$ cat src/rtl/imem_loader.sv
`default_nettype none
//==============================================================================
// Module : imem_loader
// Desc   : UART (8N1) program loader: framed image -> big-endian IMEM word writes.
//          Optional macro IMEM_LOADER_CHECKSUM_EN adds a trailing XOR check byte.
// Rev    : 1.0
//==============================================================================
module imem_loader #(
    parameter int CLKS_PER_BIT = 434
) (
    input  logic        SYS_clk,
    input  logic        SYS_rst,
    input  logic        uart_rx,
    input  logic        load_en,
    output logic        LDR_we,
    output logic [7:0]  LDR_addr,
    output logic [31:0] LDR_wdata,
    output logic        LDR_busy,
    output logic        LDR_done,
    output logic        LDR_err,
    output logic [7:0]  LDR_count
);
    localparam int                 c_CNT_W     = $clog2(CLKS_PER_BIT);
    localparam logic [c_CNT_W-1:0] c_BIT_LAST  = c_CNT_W'(CLKS_PER_BIT - 1);
    localparam logic [c_CNT_W-1:0] c_HALF_LAST = c_CNT_W'(CLKS_PER_BIT / 2 - 1);

    typedef enum logic [1:0] {RX_IDLE, RX_START, RX_DATA, RX_STOP} rx_state_t;
    typedef enum logic [2:0] {S_IDLE, S_COUNT, S_DATA, S_CHECK, S_DONE} ldr_state_t;

    rx_state_t            r_rx_state, w_rx_nxt;
    logic                 r_rx_meta, r_rx_sync, r_rx_prev;
    logic [c_CNT_W-1:0]   r_clk_cnt;
    logic [2:0]           r_bit_idx;
    logic [7:0]           r_rx_byte;
    logic                 r_byte_valid, r_frame_err;
    logic                 w_fall, w_cnt_hit;

    ldr_state_t           r_state, w_state_nxt;
    logic                 r_we, r_err, r_hold;
    logic [7:0]           r_addr, r_count, r_nwords;
    logic [31:0]          r_wdata;
    logic [1:0]           r_byte_idx;
    logic                 w_start, w_set_err, w_take_n, w_take_data, w_last_word;
`ifdef IMEM_LOADER_CHECKSUM_EN
    logic [7:0]           r_csum;
`endif

    assign w_fall    = r_rx_prev & ~r_rx_sync;
    assign w_cnt_hit = (r_rx_state == RX_START) ? (r_clk_cnt == c_HALF_LAST)
                                                : (r_clk_cnt == c_BIT_LAST);

    always_comb begin
        w_rx_nxt = r_rx_state;
        case (r_rx_state)
            RX_IDLE:  if (w_fall) w_rx_nxt = RX_START;
            RX_START: if (w_cnt_hit) w_rx_nxt = r_rx_sync ? RX_IDLE : RX_DATA;
            RX_DATA:  if (w_cnt_hit && r_bit_idx == 3'd7) w_rx_nxt = RX_STOP;
            RX_STOP:  if (w_cnt_hit) w_rx_nxt = RX_IDLE;
            default:  w_rx_nxt = RX_IDLE;
        endcase
    end

    always_ff @(posedge SYS_clk or negedge SYS_rst) begin
        if (!SYS_rst) begin
            r_rx_meta    <= 1'b1;
            r_rx_sync    <= 1'b1;
            r_rx_prev    <= 1'b1;
            r_rx_state   <= RX_IDLE;
            r_clk_cnt    <= '0;
            r_bit_idx    <= 3'd0;
            r_rx_byte    <= 8'd0;
            r_byte_valid <= 1'b0;
            r_frame_err  <= 1'b0;
        end else begin
            r_rx_meta    <= uart_rx;
            r_rx_sync    <= r_rx_meta;
            r_rx_prev    <= r_rx_sync;
            r_rx_state   <= w_rx_nxt;
            r_byte_valid <= 1'b0;
            r_frame_err  <= 1'b0;
            if (r_rx_state == RX_IDLE || w_cnt_hit)
                r_clk_cnt <= '0;
            else
                r_clk_cnt <= r_clk_cnt + 1'b1;
            if (r_rx_state == RX_START)
                r_bit_idx <= 3'd0;
            if (r_rx_state == RX_DATA && w_cnt_hit) begin
                r_rx_byte <= {r_rx_sync, r_rx_byte[7:1]};
                r_bit_idx <= r_bit_idx + 3'd1;
            end
            if (r_rx_state == RX_STOP && w_cnt_hit) begin
                r_byte_valid <= r_rx_sync;
                r_frame_err  <= ~r_rx_sync;
            end
        end
    end

    // N=0 encodes 256 words, so N-1 wrapping to 255 marks the last address.
    assign w_last_word = (r_count == r_nwords - 8'd1);

    always_comb begin
        w_state_nxt = r_state;
        w_start     = 1'b0;
        w_set_err   = 1'b0;
        w_take_n    = 1'b0;
        w_take_data = 1'b0;
        case (r_state)
            S_IDLE: begin
                if (load_en && !r_hold) begin
                    w_state_nxt = S_COUNT;
                    w_start     = 1'b1;
                end
            end
            S_COUNT: begin
                if (!load_en) begin
                    w_state_nxt = S_IDLE;
                end else if (r_frame_err) begin
                    w_state_nxt = S_IDLE;
                    w_set_err   = 1'b1;
                end else if (r_byte_valid) begin
                    w_state_nxt = S_DATA;
                    w_take_n    = 1'b1;
                end
            end
            S_DATA: begin
                if (!load_en) begin
                    w_state_nxt = S_IDLE;
                end else if (r_frame_err) begin
                    w_state_nxt = S_IDLE;
                    w_set_err   = 1'b1;
                end else begin
                    w_take_data = r_byte_valid;
                    if (r_we && w_last_word) begin
`ifdef IMEM_LOADER_CHECKSUM_EN
                        w_state_nxt = S_CHECK;
`else
                        w_state_nxt = S_DONE;
`endif
                    end
                end
            end
`ifdef IMEM_LOADER_CHECKSUM_EN
            S_CHECK: begin
                if (!load_en) begin
                    w_state_nxt = S_IDLE;
                end else if (r_frame_err) begin
                    w_state_nxt = S_IDLE;
                    w_set_err   = 1'b1;
                end else if (r_byte_valid) begin
                    if (r_rx_byte == r_csum) begin
                        w_state_nxt = S_DONE;
                    end else begin
                        w_state_nxt = S_IDLE;
                        w_set_err   = 1'b1;
                    end
                end
            end
`endif
            S_DONE:  if (!load_en) w_state_nxt = S_IDLE;
            default: w_state_nxt = S_IDLE;
        endcase
    end

    always_ff @(posedge SYS_clk or negedge SYS_rst) begin
        if (!SYS_rst) begin
            r_state <= S_IDLE;
        end else begin
            r_state <= w_state_nxt;
        end
    end

    always_ff @(posedge SYS_clk or negedge SYS_rst) begin
        if (!SYS_rst) begin
            r_we       <= 1'b0;
            r_err      <= 1'b0;
            r_hold     <= 1'b0;
            r_addr     <= 8'd0;
            r_count    <= 8'd0;
            r_nwords   <= 8'd0;
            r_wdata    <= 32'd0;
            r_byte_idx <= 2'd0;
`ifdef IMEM_LOADER_CHECKSUM_EN
            r_csum     <= 8'd0;
`endif
        end else begin
            r_we <= 1'b0;
            if (w_start) begin
                r_err      <= 1'b0;
                r_addr     <= 8'd0;
                r_count    <= 8'd0;
                r_byte_idx <= 2'd0;
`ifdef IMEM_LOADER_CHECKSUM_EN
                r_csum     <= 8'd0;
`endif
            end
            if (w_take_n)
                r_nwords <= r_rx_byte;
            if (w_take_data) begin
                case (r_byte_idx)
                    2'd0:    r_wdata[31:24] <= r_rx_byte;
                    2'd1:    r_wdata[23:16] <= r_rx_byte;
                    2'd2:    r_wdata[15:8]  <= r_rx_byte;
                    default: r_wdata[7:0]   <= r_rx_byte;
                endcase
                r_byte_idx <= r_byte_idx + 2'd1;
                if (r_byte_idx == 2'd3)
                    r_we <= 1'b1;
`ifdef IMEM_LOADER_CHECKSUM_EN
                r_csum <= r_csum ^ r_rx_byte;
`endif
            end
            if (r_we) begin
                r_addr  <= r_addr + 8'd1;
                r_count <= r_count + 8'd1;
            end
            // After an error the session stays parked until load_en is released.
            if (w_set_err) begin
                r_err  <= 1'b1;
                r_hold <= 1'b1;
            end else if (!load_en) begin
                r_hold <= 1'b0;
            end
        end
    end

    assign LDR_we    = r_we;
    assign LDR_addr  = r_addr;
    assign LDR_wdata = r_wdata;
    assign LDR_count = r_count;
    assign LDR_err   = r_err;
    assign LDR_done  = (r_state == S_DONE);
    assign LDR_busy  = (r_state == S_COUNT) || (r_state == S_DATA) || (r_state == S_CHECK);

endmodule
`default_nettype wire

$ cat config.mk
export PLATFORM = sky130hd
export DESIGN_NAME = imem_loader
export DESIGN_NICKNAME = d
export VERILOG_FILES = /design/src/rtl/imem_loader.sv
export SDC_FILE = /design/constraint.sdc
export NUM_CORES = 1
export LEC_CHECK = 0
export ABC_AREA = 1
export CAP_MARGIN = 30
export CORE_MARGIN = 2
export CORE_UTILIZATION = 45
export CTS_BUF_LIST = sky130_fd_sc_hd__clkbuf_4 sky130_fd_sc_hd__clkbuf_8
export DETAILED_ROUTE_END_ITERATION = 6
export HOLD_SLACK_MARGIN = 0.06
export MAX_ROUTING_LAYER = met4
export PLACE_DENSITY = 0.72
export RECOVER_POWER = 100
export SYNTH_ARGS = -nofsm -noshare
export SYNTH_HDL_FRONTEND = slang
export SYNTH_SLANG_ARGS = --single-unit
$ cat constraint.sdc
create_clock -name SYS_clk -period 2.1 [get_ports SYS_clk]
set_input_delay 0.525 -clock SYS_clk [delete_from_list [all_inputs] [get_ports SYS_clk]]
set_output_delay 0.525 -clock SYS_clk [all_outputs]
set_load 0.02 [all_outputs]
==> flow_results.xml, run 1 <==
<?xml version="1.0" encoding="UTF-8"?>
<metrics>
  <group name="die">
    <metric name="die_area" unit="mm2">0.0103</metric>
    <metric name="core-area" unit="mm2">0.00920</metric>
    <metric name="die-width" unit="um">101</metric>
    <metric name="pin_count" unit="">56</metric>
    <metric name="floorplan.initialDensity" unit="">0.464</metric>
    <metric name="chip_height" unit="um">101</metric>
    <metric name="rows" unit="">35</metric>
  </group>
  <group name="critical_path">
    <metric name="timing.critical_path.slowest_cell_delay" unit="ns">0.42</metric>
    <metric name="timing.critical_path.buf_inv" unit="">2</metric>
    <metric name="cp_max_fo" unit="">3</metric>
    <metric name="cp_cell_sequence" unit="">nor2_1, clkbuf_1, nor2_1, dlygate4sd2_1</metric>
    <metric name="critPathTopFamily" unit="">buffers and inverters</metric>
    <metric name="critical_path.most_common_cell" unit="">sky130_fd_sc_hd__nor2_1</metric>
    <metric name="worst-endpoint-arrival" unit="ns">1.47</metric>
    <metric name="worst_setup_path_start_kind" unit="">register</metric>
    <metric name="nature_of_the_critical_path_endpoint" unit="">output pin</metric>
    <metric name="critical_path.slowest_cell" unit="">sky130_fd_sc_hd__dfrtp_1</metric>
    <metric name="type_of_the_worst_setup_path" unit="">register to output pin</metric>
    <metric name="required" unit="ns">1.57</metric>
  </group>
  <group name="run">
    <metric name="max_cap_viols" unit="">0</metric>
  </group>
  <group name="final_layout">
    <metric name="antennaDiodeCount" unit="">0</metric>
    <metric name="fin_nets" unit="">554</metric>
    <metric name="final_layout_size_suffix_gt1_frac" unit="">0.0862</metric>
    <metric name="signed_area_change_from_the_synthesized_netlist_to_the_final_layout" unit="%">18.5</metric>
    <metric name="design_area" unit="mm2">0.00505</metric>
  </group>
  <group name="synthesis">
    <metric name="yosys.area.top_type_share" unit="">0.516</metric>
    <metric name="synth_fp_nets" unit="">492</metric>
    <metric name="cell_variety_after_synth" unit="">38</metric>
    <metric name="synthesis.yosys.warnings" unit="">0</metric>
    <metric name="synth_xor_xnor_area_share" unit="">0.0164</metric>
    <metric name="post-synth-top-area-cell" unit="">sky130_fd_sc_hd__dfrtp_1</metric>
    <metric name="syn_area" unit="mm2">0.00427</metric>
    <metric name="post_synth_mux_area_share" unit="">0.00469</metric>
    <metric name="synth.ff_latch_count" unit="">91</metric>
    <metric name="synth_compound_gate_area_share" unit="">0.103</metric>
    <metric name="synth_seq_area_share" unit="">0.535</metric>
    <metric name="yosys.area_share.simple" unit="">0.239</metric>
    <metric name="yosys-top-cells-area" unit="">sky130_fd_sc_hd__dfrtp_1 52%, sky130_fd_sc_hd__nand2_1 10%, sky130_fd_sc_hd__inv_1 4.6%, sky130_fd_sc_hd__nand3_1 3.9%, sky130_fd_sc_hd__o21ai_1 3.8%</metric>
    <metric name="syn_avg_cell_area" unit="um2">8.92</metric>
    <metric name="share_of_synthesized_cell_area_in_full_adder_half_adder_and_majority_cells" unit="">0.0293</metric>
    <metric name="main_combinational_cell_family_by_area_after_synthesis" unit="">simple AND/OR/NAND/NOR gates</metric>
    <metric name="postSynthCellCount" unit="">478</metric>
  </group>
  <group name="place">
    <metric name="dp_hpwl" unit="mm">6.32</metric>
    <metric name="place_ws" unit="ns">-0.0148</metric>
    <metric name="gpl.final_weighted_congestion" unit="">0.852</metric>
    <metric name="dpl_cell_area" unit="mm2">0.00491</metric>
    <metric name="number_of_i_o_port_buffers" unit="">55</metric>
  </group>
  <group name="grt">
    <metric name="first_global_vias" unit="">3249</metric>
    <metric name="grt_pass1_wl" unit="mm">15.1</metric>
    <metric name="grt_most_used_layer" unit="">met2</metric>
    <metric name="gr-usage-met3" unit="">0.0407</metric>
    <metric name="grt_util_met1" unit="">0.242</metric>
    <metric name="grt.overflow.total" unit="">0</metric>
    <metric name="initial_antenna_violation_count" unit="">0</metric>
    <metric name="grt.met2_usage" unit="">0.314</metric>
    <metric name="maximum_number_of_pins_on_one_net_before_global_route_repair" unit="">51</metric>
    <metric name="track_usage" unit="">0.193</metric>
  </group>
  <group name="timing">
    <metric name="timing_max_transition_violations_final" unit="">0</metric>
    <metric name="timing.final.setup_violations" unit="">0</metric>
    <metric name="fin_ws" unit="ns">0.102</metric>
    <metric name="worst_slew_pin_slew" unit="ns">0.659</metric>
    <metric name="final.setup_skew" unit="ns">0.0185</metric>
    <metric name="finalWorstPathRequiredPeriod" unit="ns">2.00</metric>
    <metric name="worst_slew_margin_rel" unit="">0.561</metric>
    <metric name="finalHoldViolCount" unit="">0</metric>
    <metric name="grt_setup_unrepaired" unit="">false</metric>
    <metric name="fin_hold_ws" unit="ns">0.378</metric>
    <metric name="fmaxAchievable" unit="MHz">501</metric>
    <metric name="timing.final.crit_share" unit="">0.951</metric>
  </group>
  <group name="clocking">
    <metric name="cts_sinks" unit="">91</metric>
    <metric name="cts.reportedPaths.clkPinSlew" unit="ns">0.09</metric>
    <metric name="clock_tree.root_cell" unit="">sky130_fd_sc_hd__clkbuf_8</metric>
    <metric name="max-clock-path-buffers" unit="">2</metric>
    <metric name="cts_inserted_buffers" unit="">9</metric>
    <metric name="postCtsSetupRepairBufs" unit="">0</metric>
    <metric name="cts_tree" unit="">built</metric>
    <metric name="cts_htree_levels" unit="">3</metric>
    <metric name="clock_insertion_delay_worst_skew" unit="ns">0.36</metric>
  </group>
  <group name="drt">
    <metric name="first_iter_violations" unit="">135</metric>
    <metric name="drtAntennaViolNets" unit="">0</metric>
    <metric name="vias" unit="">3316</metric>
    <metric name="remaining_design_rule_violation_count" unit="">0</metric>
    <metric name="routed_wire_length_per_instance" unit="um">13.4</metric>
    <metric name="drt_pre_antenna_iters" unit="">4</metric>
    <metric name="routed_wl" unit="mm">8.80</metric>
    <metric name="drt-vias-per-instance" unit="">5.05</metric>
  </group>
  <group name="outcome">
    <metric name="outcome" unit="">completed</metric>
  </group>
  <group name="power_and_ir_drop">
    <metric name="leakage" unit="nW">2.55</metric>
    <metric name="power.ir.vdd_worst" unit="uV">370</metric>
    <metric name="cellPowerDensity" unit="mW/mm2">686</metric>
  </group>
  <group name="hold_path">
    <metric name="hold_path_class" unit="">register to register</metric>
  </group>
</metrics>
==> final cells by class <==
class,instances,area [um2]
inverter,55,210
fill,801,4140
clock inverter,7,83.8
sequential,91,2280
clock buffer,9,124
multi-input combinational,320,1620
timing repair buffer,63,594
tap,111,139
==> flip-flops by register name, indices dropped and copies added, names as in the netlist, 2 cells and up, named ones only <==
signal and cells:
r_state 3, r_bit_idx 3, r_rx_byte 8, r_clk_cnt 9, r_nwords 8, LDR_wdata 32, LDR_addr 8, r_byte_idx 2
LDR_count 8
==> stage by stage <==
stage / setup TNS (ns) / instances / util / total power, mW
after CTS: 0 / 656 / 0.558 / 3.52
after detailed placement: -0.0809 / 639 / 0.534 / 2.28
after global routing: 0 / 656 / 0.550 / 3.64
after global placement: 0 / 639 / 0.534 / 2.27
final: 0 / 656 / 0.550 / 3.46
after floorplan: 0 / 478 / - / 2.17
==> report_power, final <==
group / switching, mW / internal, mW / leakage (nW)
Clock: 0.671 / 0.572 / 0.102
Combinational: 0.239 / 0.100 / 1.20
Sequential: 0.0753 / 1.81 / 1.25
Total: 0.985 / 2.48 / 2.55
==> worst register-to-register path: cells and delay by family, from the launching register on <==
family,cells,cell delay [ns]
AO/OA/AOI/OAI,1,0.06
flip-flops,1,0.51
AND/OR/NAND/NOR,7,1.05
buffers and inverters,1,0.09
==> synthesized netlist by cell type, drive strengths merged <==
master and count:
nor3 7, nor3b 3, dfstp 3, mux2i 2, o32ai 1, o21ai 60, a31oi 1, xnor2 5
clkbuf 3, clkinv 1, o31ai 1, dfrtp 88, xor2 3, ha 10, nand3 35, nor2 41
nor4 3, inv 54, o22ai 1, o211ai 1, nand4 3, buf 9, and3 1, a21oi 12
nand2 130
==> final timing paths <==
path | start | to | slack, ns | cells after the start
worst max-delay path | r_state[1] | LDR_busy | 0.10 | 4
worst min-delay path | r_rx_meta | r_rx_sync | 0.38 | 0
worst max register to register | r_rx_state[0] | r_bit_idx[0] | 0.27 | 9
worst min register to register | r_rx_meta | r_rx_sync | 0.38 | 0
max in group asynchronous | SYS_rst | LDR_wdata[14] | 0.54 | 3
min in group asynchronous | SYS_rst | LDR_addr[4] | 0.58 | 2
==> kinds of logic after synthesis <==
| group | count (synthesis) |
|---|---|
| xor+xnor | 8 |
| buf+inv | 67 |
| flops | 91 |
| compound gates | 77 |
| mux | 2 |
| simple gates | 223 |
| fa+ha+maj | 10 |
==> repair_timing <==
action | 4_1_cts | 5_1_grt
endpoints found under the setup margin | 2 | 1
hold endpoints to repair | 19 | 0
hold buffers | 1 | 0
resized for setup | 2 | 1
==> cell usage in the layout (no fill, tap or decap), types with 2 or more instances in the layout <==
master and n:
sky130_fd_sc_hd__nand2_1 125, sky130_fd_sc_hd__dfrtp_1 87, sky130_fd_sc_hd__inv_1 52, sky130_fd_sc_hd__dlygate4sd3_1 45, sky130_fd_sc_hd__o21ai_0 44, sky130_fd_sc_hd__nor2_1 39
sky130_fd_sc_hd__nand3_1 34, sky130_fd_sc_hd__a21oi_1 12, sky130_fd_sc_hd__o21ai_2 10, sky130_fd_sc_hd__ha_1 10, sky130_fd_sc_hd__clkbuf_8 9, sky130_fd_sc_hd__clkdlybuf4s50_1 8
sky130_fd_sc_hd__nor3_1 7, sky130_fd_sc_hd__o21ai_1 6, sky130_fd_sc_hd__xnor2_1 5, sky130_fd_sc_hd__nand2_2 5, sky130_fd_sc_hd__nor3b_1 3, sky130_fd_sc_hd__xor2_1 3
sky130_fd_sc_hd__buf_4 3, sky130_fd_sc_hd__clkbuf_1 3, sky130_fd_sc_hd__nor2_4 2, sky130_fd_sc_hd__nor4_1 2, sky130_fd_sc_hd__mux2i_1 2, sky130_fd_sc_hd__nand4_1 2
sky130_fd_sc_hd__clkinv_4 2, sky130_fd_sc_hd__inv_6 2, sky130_fd_sc_hd__dlygate4sd2_1 2, sky130_fd_sc_hd__dfstp_2 2
==> layer usage <==
metal / vias to the layer above / share of wire
met1: 1593 / 0.44
met4: 0 / 0.016
li1: 1659 / -
met3: 10 / 0.031
met5: - / 0
met2: 54 / 0.51
No activity file was read; power rests on OpenSTA's default activity.
==> run 2: changes to the inputs <==
--- a/config.mk
+++ b/config.mk
@@ -7,13 +7,13 @@
 export LEC_CHECK = 0
 export ABC_AREA = 1
 export CAP_MARGIN = 30
-export CORE_MARGIN = 2
-export CORE_UTILIZATION = 45
+export CORE_MARGIN = 3
+export CORE_UTILIZATION = 40
 export CTS_BUF_LIST = sky130_fd_sc_hd__clkbuf_4 sky130_fd_sc_hd__clkbuf_8
 export DETAILED_ROUTE_END_ITERATION = 6
 export HOLD_SLACK_MARGIN = 0.06
 export MAX_ROUTING_LAYER = met4
-export PLACE_DENSITY = 0.72
+export PLACE_DENSITY = 0.68
 export RECOVER_POWER = 100
 export SYNTH_ARGS = -nofsm -noshare
 export SYNTH_HDL_FRONTEND = slang
==> constraint.sdc (replaced) <==
create_clock -name SYS_clk -period 1.75 [get_ports SYS_clk]
set_input_delay 0.4375 -clock SYS_clk [delete_from_list [all_inputs] [get_ports SYS_clk]]
set_output_delay 0.4375 -clock SYS_clk [all_outputs]
set_load 0.02 [all_outputs]
==> run 2 against run 1 <==
Effect of this change: combinational power increased by 37%; via count increased by 0.60%; critical endpoint unchanged; count of clock-buffer cells in the layout increased by 1; global-route usage is 2.8 points lower; critical path type unchanged.
==> flow_results.xml, run 2 (synthesized netlist as in run 1, its figures left out) <==
<?xml version="1.0" encoding="UTF-8"?>
<metrics>
  <group name="critical_path">
    <metric name="type_of_the_worst_setup_path" unit="">register to output pin</metric>
    <metric name="critical_path.slowest_cell" unit="">sky130_fd_sc_hd__dfrtp_1</metric>
    <metric name="critPathTopFamily" unit="">flip-flops</metric>
    <metric name="required" unit="ns">1.31</metric>
    <metric name="cp_max_fo" unit="">3</metric>
    <metric name="worst_setup_path_start_kind" unit="">register</metric>
    <metric name="nature_of_the_critical_path_endpoint" unit="">output pin</metric>
    <metric name="cp_cell_sequence" unit="">nor2_2, buf_4, nor2_1, clkbuf_2</metric>
    <metric name="timing.critical_path.slowest_cell_delay" unit="ns">0.39</metric>
    <metric name="reg2reg_depth" unit="">10</metric>
    <metric name="timing.critical_path.buf_inv" unit="">2</metric>
    <metric name="worst-endpoint-arrival" unit="ns">1.23</metric>
    <metric name="worstSetupPathDepth" unit="">4</metric>
  </group>
  <group name="drt">
    <metric name="routed_wire_length_per_instance" unit="um">13.1</metric>
    <metric name="remaining_design_rule_violation_count" unit="">0</metric>
    <metric name="drt_pre_antenna_iters" unit="">4</metric>
    <metric name="drtAntennaViolNets" unit="">0</metric>
    <metric name="routed_wl" unit="mm">9.11</metric>
    <metric name="first_iter_violations" unit="">96</metric>
    <metric name="vias" unit="">3336</metric>
    <metric name="drt-vias-per-instance" unit="">4.80</metric>
  </group>
  <group name="clocking">
    <metric name="clock_insertion_delay_worst_skew" unit="ns">0.35</metric>
    <metric name="cts_tree" unit="">built</metric>
    <metric name="clock_tree.root_cell" unit="">sky130_fd_sc_hd__clkbuf_8</metric>
    <metric name="cts_htree_levels" unit="">3</metric>
    <metric name="cts.reportedPaths.clkPinSlew" unit="ns">0.08</metric>
    <metric name="cts_inserted_buffers" unit="">9</metric>
    <metric name="postCtsSetupRepairBufs" unit="">0</metric>
    <metric name="max-clock-path-buffers" unit="">2</metric>
    <metric name="cts_sinks" unit="">91</metric>
  </group>
  <group name="die">
    <metric name="chip_height" unit="um">109</metric>
    <metric name="core-area" unit="mm2">0.0104</metric>
    <metric name="rows" unit="">37</metric>
    <metric name="floorplan.initialDensity" unit="">0.411</metric>
    <metric name="die-width" unit="um">109</metric>
    <metric name="die_area" unit="mm2">0.0119</metric>
    <metric name="pin_count" unit="">56</metric>
  </group>
  <group name="timing">
    <metric name="finalHoldViolCount" unit="">0</metric>
    <metric name="final.setup_skew" unit="ns">0.0151</metric>
    <metric name="fin_setup_tns" unit="ns">0</metric>
    <metric name="grt_setup_unrepaired" unit="">false</metric>
    <metric name="finalWorstPathRequiredPeriod" unit="ns">1.67</metric>
    <metric name="timing.final.crit_share" unit="">0.952</metric>
    <metric name="timing.final.setup_violations" unit="">0</metric>
    <metric name="worst_slew_margin_rel" unit="">0.478</metric>
    <metric name="worst_slew_pin_slew" unit="ns">0.783</metric>
    <metric name="timing_max_transition_violations_final" unit="">0</metric>
    <metric name="fin_hold_ws" unit="ns">0.365</metric>
    <metric name="fmaxAchievable" unit="MHz">600</metric>
  </group>
  <group name="grt">
    <metric name="maximum_number_of_pins_on_one_net_before_global_route_repair" unit="">35</metric>
    <metric name="first_global_vias" unit="">3260</metric>
    <metric name="grt.overflow.total" unit="">0</metric>
    <metric name="initial_antenna_violation_count" unit="">0</metric>
    <metric name="track_usage" unit="">0.165</metric>
    <metric name="grt_pass1_wl" unit="mm">15.1</metric>
  </group>
  <group name="power_and_ir_drop">
    <metric name="p_seq_frac" unit="">0.540</metric>
    <metric name="leakage" unit="nW">2.76</metric>
    <metric name="internal_power" unit="mW">3.02</metric>
    <metric name="switching_share" unit="">0.273</metric>
    <metric name="power.combinational.fraction" unit="">0.112</metric>
    <metric name="p_sw" unit="mW">1.13</metric>
    <metric name="cellPowerDensity" unit="mW/mm2">800</metric>
    <metric name="clock_power_share" unit="">0.347</metric>
    <metric name="power.ir.vdd_worst" unit="uV">477</metric>
  </group>
  <group name="final_layout">
    <metric name="antennaDiodeCount" unit="">0</metric>
    <metric name="signed_area_change_from_the_synthesized_netlist_to_the_final_layout" unit="%">21.7</metric>
    <metric name="fin_nets" unit="">568</metric>
    <metric name="finalCoreUtilization" unit="">0.500</metric>
    <metric name="max_reg_flops" unit="">32</metric>
    <metric name="design_area" unit="mm2">0.00519</metric>
    <metric name="layout_commonest_cell" unit="">sky130_fd_sc_hd__nand2_1</metric>
    <metric name="finish.cell_count_without_fillers" unit="">695</metric>
    <metric name="mostFrequentLayoutCells" unit="">123 x sky130_fd_sc_hd__nand2_1, 88 x sky130_fd_sc_hd__dfrtp_1, 52 x sky130_fd_sc_hd__inv_1</metric>
    <metric name="final_layout_size_suffix_gt1_frac" unit="">0.118</metric>
  </group>
  <group name="hold_path">
    <metric name="min_path_cells" unit="">0</metric>
    <metric name="hold_path_class" unit="">register to register</metric>
  </group>
  <group name="place">
    <metric name="number_of_i_o_port_buffers" unit="">55</metric>
    <metric name="cell_total_after_placement" unit="">678</metric>
    <metric name="gpl.final_weighted_congestion" unit="">0.842</metric>
    <metric name="dpl_cell_area" unit="mm2">0.00506</metric>
    <metric name="dp_hpwl" unit="mm">6.57</metric>
  </group>
  <group name="run">
    <metric name="max_cap_viols" unit="">0</metric>
  </group>
  <group name="outcome">
    <metric name="outcome" unit="">completed</metric>
  </group>
</metrics>
==> run 2: worst paths after layout <==
| check | start | endpoint | slack, ns |
|---|---|---|---|
| max in group asynchronous | SYS_rst | r_rx_prev | 0.35 |
| max | r_state[0] | LDR_busy | 0.08 |
| max reg2reg | r_nwords[0] | r_state[2] | 0.15 |
| min reg2reg | r_rx_meta | r_rx_sync | 0.37 |
| min in group asynchronous | SYS_rst | LDR_wdata[6] | 0.69 |
| min | r_rx_meta | r_rx_sync | 0.37 |
==> run 2: worst reg2reg max path, stage by stage (launching register included) <==
cell                      delay, ns
sky130_fd_sc_hd__dfrtp_1       0.38
sky130_fd_sc_hd__inv_1         0.14
sky130_fd_sc_hd__ha_4          0.19
sky130_fd_sc_hd__nand2_1       0.05
sky130_fd_sc_hd__nor2_1        0.14
sky130_fd_sc_hd__nand2_1       0.07
sky130_fd_sc_hd__nand3_1       0.08
sky130_fd_sc_hd__nand2_1       0.07
sky130_fd_sc_hd__nor2_1        0.09
sky130_fd_sc_hd__nand3_1       0.13
sky130_fd_sc_hd__a21oi_1       0.18
==> run 2: cell type report <==
type                    count  area (um2)
flip-flops and latches     91        2280
repair buffers             77         654
multi-input cells         320        1670
inverters                  55         210
clock inverters             6        73.8
fillers                  1017        5180
clock buffers              10         131
well taps                 136         170
==> run 2: metal layers <==
metal  GRT usage  wire (um)
met1       0.202       3960
met3      0.0225        195
met4      0.0561        152
met5           -          0
met2       0.283       4790
==> run 2: power by group through the flow <==
stage	Combinational (mW)	Sequential, mW	Clock, mW
after detailed placement	0.488	2.29	0
after CTS	0.489	2.25	1.48
final	0.465	2.24	1.44
after global routing	0.532	2.25	1.58
after floorplan	0.333	2.27	0
after global placement	0.477	2.28	0
==> run 2: repair_timing <==
| action | CTS | global route |
|---|---|---|
| hold endpoints to repair | 27 | 0 |
| resized for setup | 59 | 4 |
| setup endpoints to repair | 52 | 24 |
| hold buffers | 1 | 0 |
| gates cloned | 0 | 0 |
| pin swaps | 0 | 1 |
==> run 2: metrics by stage <==
step,setup WS (ns),total power [mW]
6_report,0.0835,4.15
5_1_grt,0.0105,4.37
4_1_cts,0.0443,4.22
3_5_place_dp,-0.275,2.78
3_3_place_gp,-0.204,2.76
2_1_floorplan,0.285,2.61
==> run 3: changes to the inputs <==
--- a/config.mk
+++ b/config.mk
@@ -11,9 +11,10 @@
 export CORE_UTILIZATION = 40
 export CTS_BUF_LIST = sky130_fd_sc_hd__clkbuf_4 sky130_fd_sc_hd__clkbuf_8
 export DETAILED_ROUTE_END_ITERATION = 6
+export DONT_BUFFER_PORTS = 1
 export HOLD_SLACK_MARGIN = 0.06
 export MAX_ROUTING_LAYER = met4
-export PLACE_DENSITY = 0.68
+export PLACE_DENSITY = 0.61
 export RECOVER_POWER = 100
 export SYNTH_ARGS = -nofsm -noshare
 export SYNTH_HDL_FRONTEND = slang
==> run 3 against run 2 <==
Effect of this change: the run now ends with hold timing left; critical path depth unchanged; largest cell class unchanged; sequential power barely moved; combinational power shrank 14%; highest routed layer unchanged; flip-flop and latch count did not move; critical path type unchanged.
==> flow_results.xml, run 3 (synthesized netlist as in run 1, its figures left out) <==
<?xml version="1.0" encoding="UTF-8"?>
<metrics>
  <group name="outcome">
    <metric name="outcome" unit="">finished, violations left</metric>
    <metric name="failed_checks" unit="">hold timing</metric>
  </group>
  <group name="timing">
    <metric name="worst_slew_margin_rel" unit="">0.655</metric>
    <metric name="fin_hold_ws" unit="ns">-0.227</metric>
    <metric name="timing.final.setup_violations" unit="">0</metric>
    <metric name="grt_setup_unrepaired" unit="">true</metric>
    <metric name="fmaxAchievable" unit="MHz">605</metric>
    <metric name="worst_slew_pin_slew" unit="ns">0.513</metric>
    <metric name="timing_max_transition_violations_final" unit="">0</metric>
    <metric name="finalWorstPathRequiredPeriod" unit="ns">1.65</metric>
    <metric name="timing.final.crit_share" unit="">0.945</metric>
    <metric name="fin_setup_tns" unit="ns">0</metric>
    <metric name="finalHoldViolCount" unit="">91</metric>
    <metric name="final.setup_skew" unit="ns">0.00713</metric>
  </group>
  <group name="power_and_ir_drop">
    <metric name="p_seq_frac" unit="">0.544</metric>
    <metric name="internal_power" unit="mW">3.02</metric>
    <metric name="power.ir.vdd_worst" unit="uV">437</metric>
    <metric name="cellPowerDensity" unit="mW/mm2">876</metric>
    <metric name="p_sw" unit="mW">1.12</metric>
    <metric name="switching_share" unit="">0.271</metric>
    <metric name="power.combinational.fraction" unit="">0.097</metric>
    <metric name="clock_power_share" unit="">0.359</metric>
    <metric name="leakage" unit="nW">2.33</metric>
    <metric name="post-layout-total-power" unit="mW">4.14</metric>
  </group>
  <group name="die">
    <metric name="pin_count" unit="">56</metric>
    <metric name="chip_height" unit="um">109</metric>
    <metric name="die-width" unit="um">109</metric>
    <metric name="die_area" unit="mm2">0.0119</metric>
    <metric name="core-area" unit="mm2">0.0104</metric>
    <metric name="rows" unit="">37</metric>
    <metric name="floorplan.initialDensity" unit="">0.411</metric>
  </group>
  <group name="place">
    <metric name="gpl.final_weighted_congestion" unit="">0.779</metric>
    <metric name="number_of_i_o_port_buffers" unit="">0</metric>
    <metric name="dp_hpwl" unit="mm">6.08</metric>
    <metric name="cell_total_after_placement" unit="">619</metric>
  </group>
  <group name="grt">
    <metric name="first_global_vias" unit="">2974</metric>
    <metric name="maximum_number_of_pins_on_one_net_before_global_route_repair" unit="">92</metric>
    <metric name="track_usage" unit="">0.158</metric>
    <metric name="grt_pass1_wl" unit="mm">14.4</metric>
    <metric name="initial_antenna_violation_count" unit="">0</metric>
    <metric name="grt.overflow.total" unit="">0</metric>
  </group>
  <group name="critical_path">
    <metric name="required" unit="ns">1.31</metric>
    <metric name="reg2reg_depth" unit="">8</metric>
    <metric name="worst-endpoint-arrival" unit="ns">1.22</metric>
    <metric name="type_of_the_worst_setup_path" unit="">register to output pin</metric>
    <metric name="cp_max_fo" unit="">3</metric>
    <metric name="nature_of_the_critical_path_endpoint" unit="">output pin</metric>
    <metric name="worst_setup_path_start_kind" unit="">register</metric>
    <metric name="r2r_slack" unit="ns">0.17</metric>
  </group>
  <group name="clocking">
    <metric name="clock_tree.root_cell" unit="">sky130_fd_sc_hd__clkbuf_8</metric>
    <metric name="cts_tree" unit="">built</metric>
    <metric name="max-clock-path-buffers" unit="">2</metric>
    <metric name="cts.reportedPaths.clkPinSlew" unit="ns">0.09</metric>
    <metric name="cts_sinks" unit="">91</metric>
    <metric name="clock_insertion_delay_worst_skew" unit="ns">0.35</metric>
    <metric name="cts_inserted_buffers" unit="">9</metric>
    <metric name="post_cts_hold_buffer_count" unit="">1</metric>
    <metric name="cts_htree_levels" unit="">3</metric>
  </group>
  <group name="final_layout">
    <metric name="mostFrequentLayoutCells" unit="">116 x sky130_fd_sc_hd__nand2_1, 87 x sky130_fd_sc_hd__dfrtp_1, 52 x sky130_fd_sc_hd__inv_1</metric>
    <metric name="final_layout_size_suffix_gt1_frac" unit="">0.152</metric>
    <metric name="antennaDiodeCount" unit="">0</metric>
    <metric name="fin_nets" unit="">510</metric>
    <metric name="signed_area_change_from_the_synthesized_netlist_to_the_final_layout" unit="%">10.9</metric>
    <metric name="layout_commonest_cell" unit="">sky130_fd_sc_hd__nand2_1</metric>
    <metric name="finish.cell_count_without_fillers" unit="">637</metric>
    <metric name="max_reg_flops" unit="">32</metric>
    <metric name="finalCoreUtilization" unit="">0.456</metric>
  </group>
  <group name="drt">
    <metric name="drt-vias-per-instance" unit="">4.83</metric>
    <metric name="routed_wire_length_per_instance" unit="um">13.8</metric>
    <metric name="first_iter_violations" unit="">179</metric>
    <metric name="remaining_design_rule_violation_count" unit="">0</metric>
    <metric name="drtAntennaViolNets" unit="">0</metric>
    <metric name="drt_pre_antenna_iters" unit="">4</metric>
    <metric name="routed_wl" unit="mm">8.76</metric>
    <metric name="vias" unit="">3076</metric>
  </group>
  <group name="hold_path">
    <metric name="hold_path_class" unit="">input port to asynchronous set/reset pin</metric>
  </group>
  <group name="run">
    <metric name="max_cap_viols" unit="">0</metric>
  </group>
</metrics>
run 3: cell types whose count changed in the layout (fill, tap and decap cells not counted), sizes merged:
cell	delta
dlygate4sd2	-50
clkdlybuf4s50	-1
dlygate4sd3	-1
buf	+1
inv	+1
clkbuf	-7
clkinv	-1
run 3: path summary, 6_finish.rpt:
kind	start	endpoint
setup / recovery	r_state[1]	LDR_done
hold / removal	SYS_rst	LDR_addr[5]
setup reg to reg	r_state[1]	LDR_wdata[6]
hold reg to reg	r_rx_meta	r_rx_sync
max in group asynchronous	SYS_rst	r_rx_meta
min in group SYS_clk	load_en	r_hold
run 3: critical path, cell delays in order, from the launching register on:
cell and delay, ns:
sky130_fd_sc_hd__dfrtp_1 0.42, sky130_fd_sc_hd__nor2_2 0.14, sky130_fd_sc_hd__inv_1 0.06, sky130_fd_sc_hd__nor2_1 0.09, sky130_fd_sc_hd__buf_4 0.15
run 3: stage by stage:
stage	area, um2	worst slack (ns)
final	4730	0.0966
after global routing	4730	-0.0180
after CTS	4700	0.0506
after detailed placement	4470	0.134
after global placement	4470	0.160
after floorplan	4270	0.285
run 3: timing repair:
action / 4_1_cts / 5_1_grt
endpoints found under the setup margin: 1 / 4
endpoints found under the hold margin: 92 / 91
resized for setup: 1 / 6
setup buffers: 0 / 1
run 3: power by group through the flow:
stage,clock network (mW),registers (mW),logic [mW]
finish,1.49,2.25,0.402
global route,1.65,2.27,0.455
CTS,1.55,2.26,0.407
detailed placement,0,2.29,0.402
global placement,0,2.29,0.389
floorplan,0,2.27,0.333
run 3: cell type report:
cell class	instances	area, um2
multi-input cells	320	1700
inverters	55	210
fillers	1023	5640
well taps	136	170
clock inverters	6	72.6
clock buffers	10	138
flip-flops and latches	91	2280
repair buffers	19	158
run 3: metal layers:
| metal | vias to the layer above | GRT usage | routed length, um |
|---|---|---|---|
| met5 | - | - | 0 |
| met4 | 0 | 0.0401 | 64 |
| met3 | 4 | 0.0403 | 398 |
| met2 | 55 | 0.249 | 4240 |
| met1 | 1438 | 0.204 | 4060 |
| li1 | 1579 | - | - |
